[src/rtl/vga_text_sfr_if.sv]
// 8051 SFR bus bundle for vga_text_sfr: the CPU side is the master, the peripheral is the slave.
interface vga_text_sfr_if;
  logic [7:0] i_sfr_addr;
  logic       i_sfr_wr;
  logic [7:0] i_sfr_wdata;
  logic [7:0] o_sfr_rdata;
  logic       o_sfr_hit;

  modport master (
    output i_sfr_addr, i_sfr_wr, i_sfr_wdata,
    input  o_sfr_rdata, o_sfr_hit
  );

  modport slave (
    input  i_sfr_addr, i_sfr_wr, i_sfr_wdata,
    output o_sfr_rdata, o_sfr_hit
  );
endinterface

[src/rtl/vga_text_sfr.sv]
// SFR front-end for the VGA text renderer: CON/ATTR/CHAR/STAT registers, character FIFO, present/ack FSM.
// Optional FIFO-drained interrupt is built only when VGA_TXT_IRQ_EN is defined.
module vga_text_sfr #(
  parameter logic [7:0]  P_ADDR_CON  = 8'hE9,
  parameter logic [7:0]  P_ADDR_ATTR = 8'hEA,
  parameter logic [7:0]  P_ADDR_CHAR = 8'hEB,
  parameter logic [7:0]  P_ADDR_STAT = 8'hEC,
  parameter int unsigned FIFO_DEPTH  = 8
) (
  input  logic       i_clk,
  input  logic       i_rst,
  vga_text_sfr_if.slave sfr,
  output logic [7:0] o_text,
  output logic [7:0] o_text_attr,
  output logic       o_new_text,
  input  logic       i_text_done,
  output logic       o_res,
  output logic       o_mode,
  output logic       o_irq
);

  localparam int unsigned PW = (FIFO_DEPTH > 1) ? $clog2(FIFO_DEPTH) : 1;
  localparam int unsigned CW = 4;
  localparam logic [CW-1:0] DEPTH_C = CW'(FIFO_DEPTH);

  typedef enum logic [1:0] {ST_IDLE, ST_PRESENT, ST_WAIT_CLR} state_e;

  state_e         state_q, state_d;
  logic           res_q, res_d, mode_q, mode_d;
  logic [7:0]     attr_q, attr_d;
  logic           ovf_q, ovf_d;
  logic [PW-1:0]  wr_ptr_q, wr_ptr_d, rd_ptr_q, rd_ptr_d;
  logic [CW-1:0]  count_q, count_d;
  logic [15:0]    fifo_q [FIFO_DEPTH];
  logic [15:0]    fifo_d [FIFO_DEPTH];
  logic [7:0]     text_q, text_d, text_attr_q, text_attr_d;
  logic           new_text_q, new_text_d;

  logic hit_con, hit_attr, hit_char, hit_stat;
  logic wr_con, wr_attr, wr_char, wr_stat;
  logic empty, full, busy, push, pop, flush;
  logic ie_rd;

  always_comb begin
    hit_con  = (sfr.i_sfr_addr == P_ADDR_CON);
    hit_attr = (sfr.i_sfr_addr == P_ADDR_ATTR);
    hit_char = (sfr.i_sfr_addr == P_ADDR_CHAR);
    hit_stat = (sfr.i_sfr_addr == P_ADDR_STAT);
    wr_con   = sfr.i_sfr_wr & hit_con;
    wr_attr  = sfr.i_sfr_wr & hit_attr;
    wr_char  = sfr.i_sfr_wr & hit_char;
    wr_stat  = sfr.i_sfr_wr & hit_stat;
    empty    = (count_q == '0);
    full     = (count_q == DEPTH_C);
    busy     = (state_q != ST_IDLE);
    flush    = wr_con & sfr.i_sfr_wdata[2];
    // Full is judged on the pre-edge count, so a same-cycle pop never rescues an overflowing write.
    push     = wr_char & ~full;
    // Flush wins over a pop in IDLE so nothing new becomes in-flight while emptying.
    pop      = (state_q == ST_IDLE) & ~empty & ~flush;
  end

  always_comb begin
    sfr.o_sfr_hit   = hit_con | hit_attr | hit_char | hit_stat;
    sfr.o_sfr_rdata = '0;
    if (hit_con)       sfr.o_sfr_rdata = {4'b0000, ie_rd, 1'b0, mode_q, res_q};
    else if (hit_attr) sfr.o_sfr_rdata = attr_q;
    else if (hit_stat) sfr.o_sfr_rdata = {count_q, busy, ovf_q, full, empty};
  end

  always_comb begin
    res_d       = res_q;
    mode_d      = mode_q;
    attr_d      = attr_q;
    ovf_d       = ovf_q;
    wr_ptr_d    = wr_ptr_q;
    rd_ptr_d    = rd_ptr_q;
    count_d     = count_q;
    fifo_d      = fifo_q;
    state_d     = state_q;
    text_d      = text_q;
    text_attr_d = text_attr_q;
    new_text_d  = new_text_q;

    if (wr_con) begin
      res_d  = sfr.i_sfr_wdata[0];
      mode_d = sfr.i_sfr_wdata[1];
    end
    if (wr_attr) attr_d = sfr.i_sfr_wdata;
    if (wr_stat && sfr.i_sfr_wdata[2]) ovf_d = 1'b0;
    if (wr_char && full) ovf_d = 1'b1;

    if (push) begin
      fifo_d[wr_ptr_q] = {attr_q, sfr.i_sfr_wdata};
      wr_ptr_d         = wr_ptr_q + PW'(1);
    end
    if (pop) rd_ptr_d = rd_ptr_q + PW'(1);
    count_d = count_q + CW'(push) - CW'(pop);
    if (flush) begin
      wr_ptr_d = '0;
      rd_ptr_d = '0;
      count_d  = '0;
    end

    unique case (state_q)
      ST_IDLE: begin
        if (pop) begin
          text_d      = fifo_q[rd_ptr_q][7:0];
          text_attr_d = fifo_q[rd_ptr_q][15:8];
          new_text_d  = 1'b1;
          state_d     = ST_PRESENT;
        end
      end
      ST_PRESENT: begin
        if (i_text_done) begin
          new_text_d = 1'b0;
          state_d    = ST_WAIT_CLR;
        end
      end
      ST_WAIT_CLR: begin
        if (!i_text_done) state_d = ST_IDLE;
      end
      default: state_d = ST_IDLE;
    endcase
  end

  always_ff @(posedge i_clk) begin
    if (i_rst) begin
      state_q     <= ST_IDLE;
      res_q       <= 1'b0;
      mode_q      <= 1'b0;
      attr_q      <= '0;
      ovf_q       <= 1'b0;
      wr_ptr_q    <= '0;
      rd_ptr_q    <= '0;
      count_q     <= '0;
      fifo_q      <= '{default: '0};
      text_q      <= '0;
      text_attr_q <= '0;
      new_text_q  <= 1'b0;
    end else begin
      state_q     <= state_d;
      res_q       <= res_d;
      mode_q      <= mode_d;
      attr_q      <= attr_d;
      ovf_q       <= ovf_d;
      wr_ptr_q    <= wr_ptr_d;
      rd_ptr_q    <= rd_ptr_d;
      count_q     <= count_d;
      fifo_q      <= fifo_d;
      text_q      <= text_d;
      text_attr_q <= text_attr_d;
      new_text_q  <= new_text_d;
    end
  end

`ifdef VGA_TXT_IRQ_EN
  logic ie_q, ie_d, irq_q, irq_d;

  always_comb begin
    ie_d  = wr_con ? sfr.i_sfr_wdata[3] : ie_q;
    irq_d = ie_q & empty & (state_q == ST_IDLE);
  end

  always_ff @(posedge i_clk) begin
    if (i_rst) begin
      ie_q  <= 1'b0;
      irq_q <= 1'b0;
    end else begin
      ie_q  <= ie_d;
      irq_q <= irq_d;
    end
  end

  assign ie_rd = ie_q;
  assign o_irq = irq_q;
`else
  assign ie_rd = 1'b0;
  assign o_irq = 1'b0;
`endif

  assign o_text      = text_q;
  assign o_text_attr = text_attr_q;
  assign o_new_text  = new_text_q;
  assign o_res       = res_q;
  assign o_mode      = mode_q;

endmodule

[src/flat_wrapper.sv]
// flat-port wrapper written by rule: the top's interface ports become plain ports
module vga_text_sfr_flat 
#(
  parameter logic [7:0]  P_ADDR_CON  = 8'hE9,
  parameter logic [7:0]  P_ADDR_ATTR = 8'hEA,
  parameter logic [7:0]  P_ADDR_CHAR = 8'hEB,
  parameter logic [7:0]  P_ADDR_STAT = 8'hEC,
  parameter int unsigned FIFO_DEPTH  = 8
)
  (i_clk, i_rst, o_text, o_text_attr, o_new_text, i_text_done, o_res, o_mode, o_irq, sfr_i_sfr_addr, sfr_i_sfr_wr, sfr_i_sfr_wdata, sfr_o_sfr_rdata, sfr_o_sfr_hit);
  vga_text_sfr_if sfr_i ();
  input  logic i_clk;
  input  logic i_rst;
  output logic [7:0] o_text;
  output logic [7:0] o_text_attr;
  output logic o_new_text;
  input  logic i_text_done;
  output logic o_res;
  output logic o_mode;
  output logic o_irq;
  input wire logic [$bits(sfr_i.i_sfr_addr)-1:0] sfr_i_sfr_addr;
  input wire logic [$bits(sfr_i.i_sfr_wr)-1:0] sfr_i_sfr_wr;
  input wire logic [$bits(sfr_i.i_sfr_wdata)-1:0] sfr_i_sfr_wdata;
  output wire logic [$bits(sfr_i.o_sfr_rdata)-1:0] sfr_o_sfr_rdata;
  output wire logic [$bits(sfr_i.o_sfr_hit)-1:0] sfr_o_sfr_hit;
  assign sfr_i.i_sfr_addr = sfr_i_sfr_addr;
  assign sfr_i.i_sfr_wr = sfr_i_sfr_wr;
  assign sfr_i.i_sfr_wdata = sfr_i_sfr_wdata;
  assign sfr_o_sfr_rdata = sfr_i.o_sfr_rdata;
  assign sfr_o_sfr_hit = sfr_i.o_sfr_hit;
  vga_text_sfr #(.P_ADDR_CON(P_ADDR_CON), .P_ADDR_ATTR(P_ADDR_ATTR), .P_ADDR_CHAR(P_ADDR_CHAR), .P_ADDR_STAT(P_ADDR_STAT), .FIFO_DEPTH(FIFO_DEPTH)) u_core (.i_clk(i_clk), .i_rst(i_rst), .sfr(sfr_i), .o_text(o_text), .o_text_attr(o_text_attr), .o_new_text(o_new_text), .i_text_done(i_text_done), .o_res(o_res), .o_mode(o_mode), .o_irq(o_irq));
endmodule
[config.mk]
export PLATFORM = sky130hd
export DESIGN_NAME = vga_text_sfr_flat
export DESIGN_NICKNAME = d
export VERILOG_FILES = /design/src/rtl/vga_text_sfr_if.sv /design/src/rtl/vga_text_sfr.sv /design/src/flat_wrapper.sv
export SDC_FILE = /design/constraint.sdc
export NUM_CORES = 1
export LEC_CHECK = 0
export CORE_MARGIN = 3
export CORE_UTILIZATION = 59
export DETAILED_ROUTE_END_ITERATION = 10
export PLACE_DENSITY = 0.82
export SETUP_SLACK_MARGIN = 0.2
export SLEW_MARGIN = 20
export SYNTH_ARGS = -nofsm -noshare
export SYNTH_HDL_FRONTEND = slang
export SYNTH_SLANG_ARGS = --single-unit
[constraint.sdc]
create_clock -name i_clk -period 3.2 [get_ports i_clk]
set_clock_uncertainty 0.2 [all_clocks]
set_input_delay 0.64 -clock i_clk [delete_from_list [all_inputs] [get_ports i_clk]]
set_output_delay 0.64 -clock i_clk [all_outputs]
set_load 0.02 [all_outputs]
# Word-level counts from Yosys, hierarchy flattened
# Cells that the tools add are included.
[totals] elab_cells=82 input_bits=20 regBits=168
[op_classes] eq_ne=10 order_cmp=3 add_sub_neg=4 n_mux=18 reduce_logical=12 bitwise_logic=16
[op_table] operator="$bwmux 128" n=1
[op_table] operator="$bmux 16 s3" n=1
[op_table] operator="$demux 16 s3" n=1
[op_table] operator="$mux 16" n=3
[op_table] operator="$eq 8x8->1 const B" n=4
[op_table] operator="$mux 8" n=3
[op_table] operator="$and 1x1->1" n=8
[op_table] operator="$ge 4x4->1 const B" n=2
[op_table] operator="$not 3->4" n=2
[op_table] operator="$add 3x1->3 const B" n=2
[op_table] operator="$mux 2" n=3
[op_table] operator="$pmux 2 s3" n=1
[op_table] operator="$reduce_and 3->1" n=2
[op_table] operator="$reduce_bool 2->1" n=3
[op_table] operator="$add 4x1->4" n=1
[op_table] operator="$eq 4x4->1 const B" n=1
[op_table] operator="$logic_not 4->1" n=1
[op_table] operator="$lt 4x1->1 const B" n=1
[op_table] operator="$mux 1" n=4
[op_table] operator="$ne 2x2->1 const B" n=2
[op_table] operator="$sub 4x1->4" n=1
[op_table] operator="$logic_and 1x1->1" n=3
[op_table] operator="$not 1->1" n=3
[op_table] operator="$or 1x1->1" n=3
[op_table] operator="7 further kinds" n=7

# Logic depth before layout (Yosys ltp)
[logic_depth] word_depth=7 mapped_depth=12 depth_no_buf=11

# Least setup slack after synthesis
# Ideal clock, no wire load.
[synth_path] path_kind="input to output" startpoint="input sfr_i_sfr_addr[2]" endpoint="output sfr_o_sfr_rdata[3]" stages=6 arrival_ns=1.970 slack_ns=0.390 required_time_ns=2.360 path_cell_list="nand4bb_1 > buf_4 > nor3_1 > buf_4 > nand2_1 > o21ai_0"
[synth_between] elab_chain_cells=4 elab_cells_between_ends=6 classes_between="eq/ne (3); mux (3)"
[synth_lines] item="start, declared" line="flat_wrapper.sv:21" text="input wire logic [$bits(sfr_i.i_sfr_addr)-1:0] sfr_i_sfr_addr;"
[synth_lines] item="$eq 8x8->1" line="vga_text_sfr.sv:48" text="hit_stat = (sfr.i_sfr_addr == P_ADDR_STAT);"
[synth_lines] item="$mux 8" line="vga_text_sfr.sv:68" text="else if (hit_stat) sfr.o_sfr_rdata = {count_q, busy, ovf_q, full, empty};"
[synth_lines] item="$mux 8" line="vga_text_sfr.sv:67" text="else if (hit_attr) sfr.o_sfr_rdata = attr_q;"
[synth_lines] item="$mux 8 (*)" line="vga_text_sfr.sv:66" text="if (hit_con) sfr.o_sfr_rdata = {4'b0000, ie_rd, 1'b0, mode_q, res_q};"
[synth_lines] item="end, declared" line="flat_wrapper.sv:24" text="output wire logic [$bits(sfr_i.o_sfr_rdata)-1:0] sfr_o_sfr_rdata;"
# Mark *: on every way between the ends. The rest lies on a longest branch, timed or not.

# Worst setup path after layout
[layout_path] startpoint="input sfr_i_sfr_addr[4]" endpoint="output sfr_o_sfr_rdata[1]"
# Same word-level chain as after synthesis.

==> impl_metrics.csv <==
group,metric,value,unit
die,start_util,61.4,%
final_layout,syn_to_final_growth,17.8,%
clocking,cts.hold.buffers_added,0,
synth,synthArstFlopShare,0,%
clocking,h-tree-depth,4,
sta,final_max_slew_viol_count,0,
routing,drc_errors,0,
die,rows,40,
setup_path,crit_fanout,6,
synth,synth-edff-count,0,
synth,yosysTopAreaCell,"dfxtp_1",
synth,synth_seq_cells,168,
setup_path,worstPathRequired,2.36,ns
final_layout,multiInputGateArea,0.00378,sq mm
synth,syn-num-nets,894,
sta,finalSetupViolCount,0,
final_layout,final.fill_count,901,
sta,finalHoldViolCount,0,
clocking,cts-root-buf,"clkbuf_16",
power_and_ir_drop,p_per_area,669,mW/mm^2
final_layout,layout_commonest_cell,"nand2_1",
setup_path,crit_arrival,2.19,ns
synth,yosys-top-cells-area,"dfxtp_1, nand2_1, a21oi_1",
place,place.gp.congestion,0.913,
final_layout,fin_cells,1078,
grt,grt_pass1_wl,33100,microns
routing,drt_first_pass_iters,5,
synth,ys_seq_area_share,44.8,%
grt,grt-ovfl-total,0,
final_layout,antenna_cells,0,
clocking,clk-insertion-delay-late,0.42,ns
power_and_ir_drop,leakage,2.94,nW
grt,grt_usage,29.7,%
die,dieArea,0.0141,sq mm
power_and_ir_drop,finalPower,5.91,mW
synth,avgSynthCellArea,8.66,sq um
setup_path,critical_path_class,"primary input to output port",
synth,synthCells,866,
grt,grt_max_degree,91,
final_layout,mostFrequentLayoutCells,"nand2_1, dfxtp_1, a21oi_1, buf_4, clkdlybuf4s50_1",
sta,rsz0062_at_grt,"yes",
die,ios,49,
sta,fmax,330,MHz
routing,drtIter0Drc,758,
clocking,clk_path_buf_depth,2,
synth,yosysWarnings,0,
grt,grt_pass1_vias,6539,
min_path,min_path_type,"flop to flop",
synth,synth_top_area_share,44.8,%
setup_path,cp-start-kind,"primary input",
place,port_buffers,47,
die,die_y,119,microns
power_and_ir_drop,ir_drop,477,uV
place,hpwl,13100,microns
die,core,0.0122,sq mm
synth,ys_dominant_reg_cell,"dfxtp_1",
place,dp.cells,1044,
sta,period_share,94.7,%
synth,synth_cell_types,46,
routing,vias,6672,
run,maxCapViolCount,0,
final_layout,fin_util,72.3,%
final_layout,drive_above_1_share,15.9,%
sta,fin_crit,3.03,ns
routing,ant_nets,0,
sta,worst_pin_slew,0.863,ns
routing,wl_per_cell,19.4,microns
grt,antenna_found_initial,0,
clocking,clk_pin_slew,0.06,ns
clocking,cts_tree,"built",
run_status,outcome,"complete, no violations",
routing,via_per_inst,6.19,
clocking,cts_sinks,168,
die,die_x,119,microns
clocking,cts_made_buffers,17,
synth,netlist_area,0.00750,sq mm
setup_path,end_kind,"output port",
final_layout,nNetsFinal,926,
final_layout,register_area,0.00336,sq mm
routing,drt-total-wl,21000,microns
sta,slew_headroom,42.4,%
cell type report:
class,count,area share (%)
Timing Repair Buffer,101,10.0
Sequential cell,168,38.1
Clock buffer,20,5.17
Clock inverter,11,1.39
Tap cell,168,2.38
Inverter,5,0.212
Multi-Input combinational cell,605,42.8
metal layers:
metal  vias to the layer above  track usage, %  wire, microns
li1                       3021               -              -
met1                      3233            38.3           8080
met2                       356            48.9          10300
met3                        62            6.46           2070
met4                         0            11.6            554
met5                         -               0              0
report_power, final:
part,leakage (nW),internal (mW),switching (mW)
combinational,1.31,0.682,0.791
clock,0.274,1.18,0.822
sequential,1.36,2.24,0.191
total,2.94,4.11,1.80
per-stage QoR:
stage,instance area [sq um],setup TNS (ns),setup slack [ns],hold WS [ns]
floorplan,7500,0,0.390,0.229
global placement,8170,-2.18,-0.296,0.235
detailed placement,8170,-2.80,-0.371,0.241
CTS,8710,0,0.194,0.250
global route,8830,0,0.157,0.265
finish,8830,0,0.169,0.250
critical path: stages:
cell	delay (ns)
clkdlybuf4s50_1	0.43
nand2b_4	0.15
or4_4	0.53
nor2_1	0.15
a221o_1	0.16
buf_6	0.12
timing repair:
item | CTS | global route
gates resized for setup | 41 | 26
setup buffers | 0 | 2
setup endpoints to repair | 9 | 11
gates cloned | 0 | 1
pin swaps | 1 | 4
worst paths after layout:
check | from | endpoint | slack, ns | cells past startpoint
hold reg to reg | u_core.fifo_q[84]$_SDFFE_PP0P_ | u_core.fifo_q[84]$_SDFFE_PP0P_ | 0.25 | 2
setup / recovery | sfr_i_sfr_addr[4] | sfr_o_sfr_rdata[1] | 0.17 | 6
setup reg to reg | u_core.rd_ptr_q[1]$_SDFFE_PP0P_ | u_core.o_text[7]$_SDFFE_PP0P_ | 0.67 | 4
hold / removal | u_core.fifo_q[84]$_SDFFE_PP0P_ | u_core.fifo_q[84]$_SDFFE_PP0P_ | 0.25 | 2
state kept, by name, indices dropped and copies added (netlist names):
| name | flops |
|---|---|
| u_core.attr_q | 8 |
| u_core.count_q | 4 |
| u_core.fifo_q | 128 |
| u_core.o_mode | 1 |
| u_core.o_new_text | 1 |
| u_core.o_res | 1 |
| u_core.o_text | 8 |
| u_core.o_text_attr | 8 |
| u_core.ovf_q | 1 |
| u_core.rd_ptr_q | 3 |
| u_core.state_q | 2 |
| u_core.wr_ptr_q | 3 |
logic make-up after synthesis:
| family | Yosys count | share of synthesized area, % |
|---|---|---|
| DFF | 168 | 44.8 |
| AOI/OAI and AO/OA | 185 | 13.2 |
| and+or+nand+nor | 352 | 21.5 |
| muxes | 51 | 12.1 |
| buffers and inverters | 93 | 5.85 |
| xor gates and xnor gates | 8 | 0.934 |
| adders and majority gates | 8 | 1.43 |
| other | 1 | 0.0500 |
synthesized netlist by cell type (all sizes together), types with 2 or more instances:
library cell  count
nand4b            3
nand2b            4
or3b              3
xor2              4
clkbuf           38
a211oi           16
a31oi             2
inv               5
nor4b             2
or4               5
and2              3
mux2i            19
nand4             8
nand3            12
mux4             32
a21oi           157
a221o             2
nor3              2
ha                7
xnor2             4
nand2           272
and4              5
a22o              2
nor3b             2
nor2             17
o21ai             4
nor4bb            4
buf              50
nor4              6
dfxtp           168
Power figures use the tool's default switching activity.
